**config.mk**
```make
export PLATFORM = sky130hd
export DESIGN_NAME = demux_32_bit_1_2_buffered
export DESIGN_NICKNAME = d
export VERILOG_FILES = /design/src/rtl/demux_32_bit_1_2_buffered.sv
export SDC_FILE = /design/constraint.sdc
export NUM_CORES = 1
export LEC_CHECK = 0
export CORE_UTILIZATION = 46
export DETAILED_ROUTE_END_ITERATION = 10
export PLACE_DENSITY = 0.73
export SLEW_MARGIN = 15
export SYNTH_ARGS = -nofsm -noshare
export SYNTH_HDL_FRONTEND = slang
export SYNTH_SLANG_ARGS = --single-unit
```
**constraint.sdc**
```tcl
create_clock -name clk -period 2.56 [get_ports clk]
set_input_delay 0.512 -clock clk [delete_from_list [all_inputs] [get_ports clk]]
set_output_delay 0.512 -clock clk [all_outputs]
set_load 0.005 [all_outputs]
```
**src/rtl/demux_32_bit_1_2_buffered.sv**
```systemverilog
// 1-to-2 word distributor with a small FIFO per destination lane and
// per-lane delivered-word counters. in_ready depends only on registered occupancy.
module demux_32_bit_1_2_buffered #(
  parameter int unsigned WIDTH = 32,
  parameter int unsigned DEPTH = 2,
  parameter int unsigned CNT_W = 16
) (
  input  logic             clk,
  input  logic             rst,
  input  logic [WIDTH-1:0] in_data,
  input  logic             in_select,
  input  logic             in_valid,
  output logic             in_ready,
  output logic [WIDTH-1:0] out0_data,
  output logic             out0_valid,
  input  logic             out0_ready,
  output logic [WIDTH-1:0] out1_data,
  output logic             out1_valid,
  input  logic             out1_ready,
  output logic [CNT_W-1:0] count0,
  output logic [CNT_W-1:0] count1
);

  localparam int unsigned PtrW = $clog2(DEPTH);
  localparam int unsigned OccW = PtrW + 1;
  localparam logic [OccW-1:0] OccFull = OccW'(DEPTH);

  logic [WIDTH-1:0] mem_q [2][DEPTH];
  logic [PtrW-1:0]  head_q [2];
  logic [PtrW-1:0]  head_d [2];
  logic [PtrW-1:0]  tail_q [2];
  logic [PtrW-1:0]  tail_d [2];
  logic [OccW-1:0]  occ_q  [2];
  logic [OccW-1:0]  occ_d  [2];
  logic [CNT_W-1:0] cnt_q  [2];
  logic [CNT_W-1:0] cnt_d  [2];

  logic [1:0] lane_valid;
  logic [1:0] lane_full;
  logic [1:0] lane_ready;
  logic [1:0] push;
  logic [1:0] pop;

  assign lane_ready = {out1_ready, out0_ready};

  always_comb begin
    for (int l = 0; l < 2; l++) begin
      lane_valid[l] = occ_q[l] != '0;
      lane_full[l]  = occ_q[l] == OccFull;
    end
  end

  // A full lane refuses even if it pops this cycle: keeps ready free of out*_ready.
  assign in_ready = ~lane_full[in_select];

  always_comb begin
    for (int l = 0; l < 2; l++) begin
      push[l]   = in_valid & in_ready & (in_select == 1'(l));
      pop[l]    = lane_valid[l] & lane_ready[l];
      head_d[l] = head_q[l];
      tail_d[l] = tail_q[l];
      occ_d[l]  = occ_q[l];
      cnt_d[l]  = cnt_q[l];
      if (push[l]) begin
        tail_d[l] = tail_q[l] + 1'b1;
      end
      if (pop[l]) begin
        head_d[l] = head_q[l] + 1'b1;
        cnt_d[l]  = cnt_q[l] + CNT_W'(1);
      end
      unique case ({push[l], pop[l]})
        2'b10:   occ_d[l] = occ_q[l] + OccW'(1);
        2'b01:   occ_d[l] = occ_q[l] - OccW'(1);
        default: occ_d[l] = occ_q[l];
      endcase
    end
  end

  always_ff @(posedge clk) begin
    if (rst) begin
      for (int l = 0; l < 2; l++) begin
        head_q[l] <= '0;
        tail_q[l] <= '0;
        occ_q[l]  <= '0;
        cnt_q[l]  <= '0;
      end
    end else begin
      for (int l = 0; l < 2; l++) begin
        head_q[l] <= head_d[l];
        tail_q[l] <= tail_d[l];
        occ_q[l]  <= occ_d[l];
        cnt_q[l]  <= cnt_d[l];
      end
    end
  end

  // Storage is deliberately left unreset.
  always_ff @(posedge clk) begin
    for (int l = 0; l < 2; l++) begin
      if (push[l]) begin
        mem_q[l][tail_q[l]] <= in_data;
      end
    end
  end

  assign out0_valid = lane_valid[0];
  assign out1_valid = lane_valid[1];
  assign out0_data  = lane_valid[0] ? mem_q[0][head_q[0]] : '0;
  assign out1_data  = lane_valid[1] ? mem_q[1][head_q[1]] : '0;
  assign count0     = cnt_q[0];
  assign count1     = cnt_q[1];

endmodule

```
==> key figures <==
Outcome
  • Outcome: completed

Logic synthesis
  • Yosys reg bits: 168
  • Synthesis Warnings: 0
  • Synth cell types: 32
  • Post-Syn Area per Cell: 13.7 um^2
  • Synthesized instance count: 483
  • Syn_nets: 525
  • Sequential fraction of the synthesis area: 70.2%
  • Synth Cell Area: 6620 um^2

Clock network
  • CTS clock-pin slew for the worst setup and hold paths: 0.06 ns
  • Clk Latency, worst-skew pair: 0.42 ns
  • CTS Root Cell: clkbuf_16
  • # H-tree levels: 4
  • Hold-fix buffers, CTS: 0
  • CTS buffer count: 17
  • Max Root-Sink Buffers: 2
  • TritonCTS clock tree: done
  • Clock sinks: 168

Global route
  • Total GRT Usage: 20.8%
  • Grt ovf: 0
  • Largest net degree at the start of global routing: 33
  • Initial antenna violation count: 1
  • First-pass GRT wire length: 22800 um
  • Vias in the first global route: 4418

Detailed routing
  • Vias after detailed routing: 4340
  • First-pass DRT Iterations: 4
  • Starting DRT DRC Count: 214
  • # DRC: 0
  • Antenna-violating nets left: 0
  • Vias per std cell: 5.20
  • Avg WL per Cell: 17.6 um
  • DRT Wirelength: 14700 um

Cells and area
  • Cell Count, Final, Fillers Out: 835
  • Area growth, synth to finish: 35.5%
  • Layout cell share with drive strength beyond 1: 9.94%
  • Fin nets: 683
  • Post-route cell area: 8970 um^2
  • Most frequent cells in the layout: 136 x clkdlybuf4s50_1, 128 x edfxtp_1, 98 x nor2_1, 66 x mux2i_1, 36 x dfxtp_1
  • Most common cell after layout, fill and taps aside: clkdlybuf4s50_1
  • Final Util: 64.3%

Placement
  • Hpwl dp: 9630 um
  • Placer Congestion: 0.816
  • Placed cell count: 798
  • Buffers on Ports: 136
  • Dpl cell area: 8350 um^2

Timing
  • FMAX: 410 MHz
  • Setup TNS: 0 ns
  • RSZ-0062 raised after global routing: false
  • Actual slew at the worst max-slew pin: 0.600 ns
  • Final period util: 95.3%
  • Final setup fails: 0
  • Final min period: 2.44 ns
  • Slew headroom: 59.8%
  • Fin. Hold Viols: 0
  • Final Skew: 0.00769 ns
  • Max Slew Vio Count: 0

Power and ir drop
  • Worst VDD drop: 0.544 mV
  • Pwr per Cell Area: 947 nW/um^2
  • Psw: 2340 uW
  • Switching fraction of total power: 27.5%
  • Pleak: 0.00298 uW
  • Internal: 6150 uW
  • Seq pwr share: 38.6%
  • Clk pwr share: 29.3%
  • Combinational share of power: 32.1%
  • Total power: 8490 uW

Job
  • Maximum Capacitance Violations: 0

Die
  • Initial core utilization: 47.5%
  • Die area: 14900 um^2
  • Die Height: 122 um
  • # IOs: 137
  • Die Width: 122 um
  • Row cnt: 43
  • Core region area: 13900 um^2

Worst hold path
  • Hold path cells: 2
  • Hold crit path type: reg -> reg
  • Hold_sp: cnt_q[0][31]

Setup path
  • Setup crit end kind: output pin
  • Crit Path Class: reg -> out
  • Crit path from: occ_q[0][2]
  • Worst Path Max Fanout: 22
  • Startpoint Class: register
  • R2R setup slack: 0.53 ns
  • Reg2reg start: occ_q[0][2]
  • Critical Path RT: 2.05 ns
  • CP arrival: 1.93 ns
  • Reg2reg path depth: 8
## repair_timing
item | 4_1_cts | 5_1_grt
setup buffers | 4 | 0
gates cloned | 0 | 0
pin swaps | 1 | 0
resized for setup | 0 | 2
endpoints found under the setup margin | 2 | 22
## worst max-delay path: stages, from the launching register on
cell and delay, ns:
dfxtp_1 0.46, nor2_2 0.08, buf_4 0.23, nor2_1 0.20, clkdlybuf4s50_1 0.55
## power by group through the flow
stage                     Clock, uW  Sequential [uW]  Combinational, uW
after floorplan                   0             3270               1190
after global placement            0             3310               2640
after detailed placement          0             3330               2660
after CTS                      2520             3270               2760
after global routing           2630             3290               2940
final                          2490             3270               2730
## cell usage after synthesis
master,count,share of area [%]
ha_1,4,0.76
o21ai_0,8,0.61
nand4_4,1,0.32
o2111a_1,1,0.17
nor2_1,104,5.9
inv_1,10,0.57
or3_1,8,0.76
o2111ai_1,1,0.13
nor2b_1,3,0.28
nand3b_1,1,0.11
buf_2,2,0.15
nor3_1,7,0.53
clkbuf_1,19,1.1
a21oi_1,9,0.68
o21a_1,1,0.11
a31o_2,1,0.13
xor2_1,11,1.5
nand3_1,6,0.45
or4_4,1,0.17
mux2i_1,66,10
nor4_1,3,0.28
nand2_1,10,0.57
or2_2,1,0.095
edfxtp_1,128,58
mux2_2,3,0.51
nand4_1,8,0.76
o211ai_1,2,0.23
xnor2_1,18,2.4
nand2b_1,3,0.28
and4_1,2,0.26
and3_1,1,0.095
dfxtp_1,40,12
## state kept, by name, summed over array words and instances, names as in the netlist
| register | count |
|---|---|
| cnt_q | 32 |
| mem_q | 128 |
| head_q | 2 |
| occ_q | 4 |
| tail_q | 2 |
## kinds of logic (layout without fill, tap and decap cells)
logic type / after synthesis / after routing / synth area share [%]
muxes: 69 / 69 / 10.5
xor gates and xnor gates: 29 / 29 / 3.84
AOI/OAI and AO/OA: 23 / 23 / 2.06
adders and majority gates: 4 / 4 / 0.756
and+or+nand+nor: 159 / 159 / 10.9
buffers and inverters: 31 / 202 / 1.80
other: 0 / 1 / 0
DFF: 168 / 168 / 70.2
## routing by layer
| metal | GRT usage, % | part of all wire [%] | up-vias |
|---|---|---|---|
| li1 | - | - | 2048 |
| met1 | 26.7 | 44 | 2136 |
| met2 | 33.5 | 48 | 139 |
| met3 | 5.90 | 5.9 | 17 |
| met4 | 7.87 | 1.4 | 0 |
| met5 | 0 | 0 | - |
## worst paths after layout
path                        end
setup / recovery  out1_data[12]
hold / removal     cnt_q[0][31]
setup reg to reg    occ_q[0][3]
hold reg to reg    cnt_q[0][31]
## per-stage QoR
stage                     hold WS, ns  setup slack (ns)
after floorplan                 0.474            0.0235
after global placement          0.483             0.220
after detailed placement        0.488             0.194
after CTS                       0.496            0.0275
after global routing            0.523            0.0179
final                           0.501             0.120
## cell type report
class / count / area [um^2]
flip-flops and latches: 168 / 4650
clock inverters: 3 / 67.6
diodes: 1 / 2.50
well taps: 180 / 225
fillers: 1033 / 4970
inverters: 10 / 37.5
multi-input cells: 284 / 1890
repair buffers: 160 / 1580
clock buffers: 29 / 510
Power figures use the tool's default switching activity.
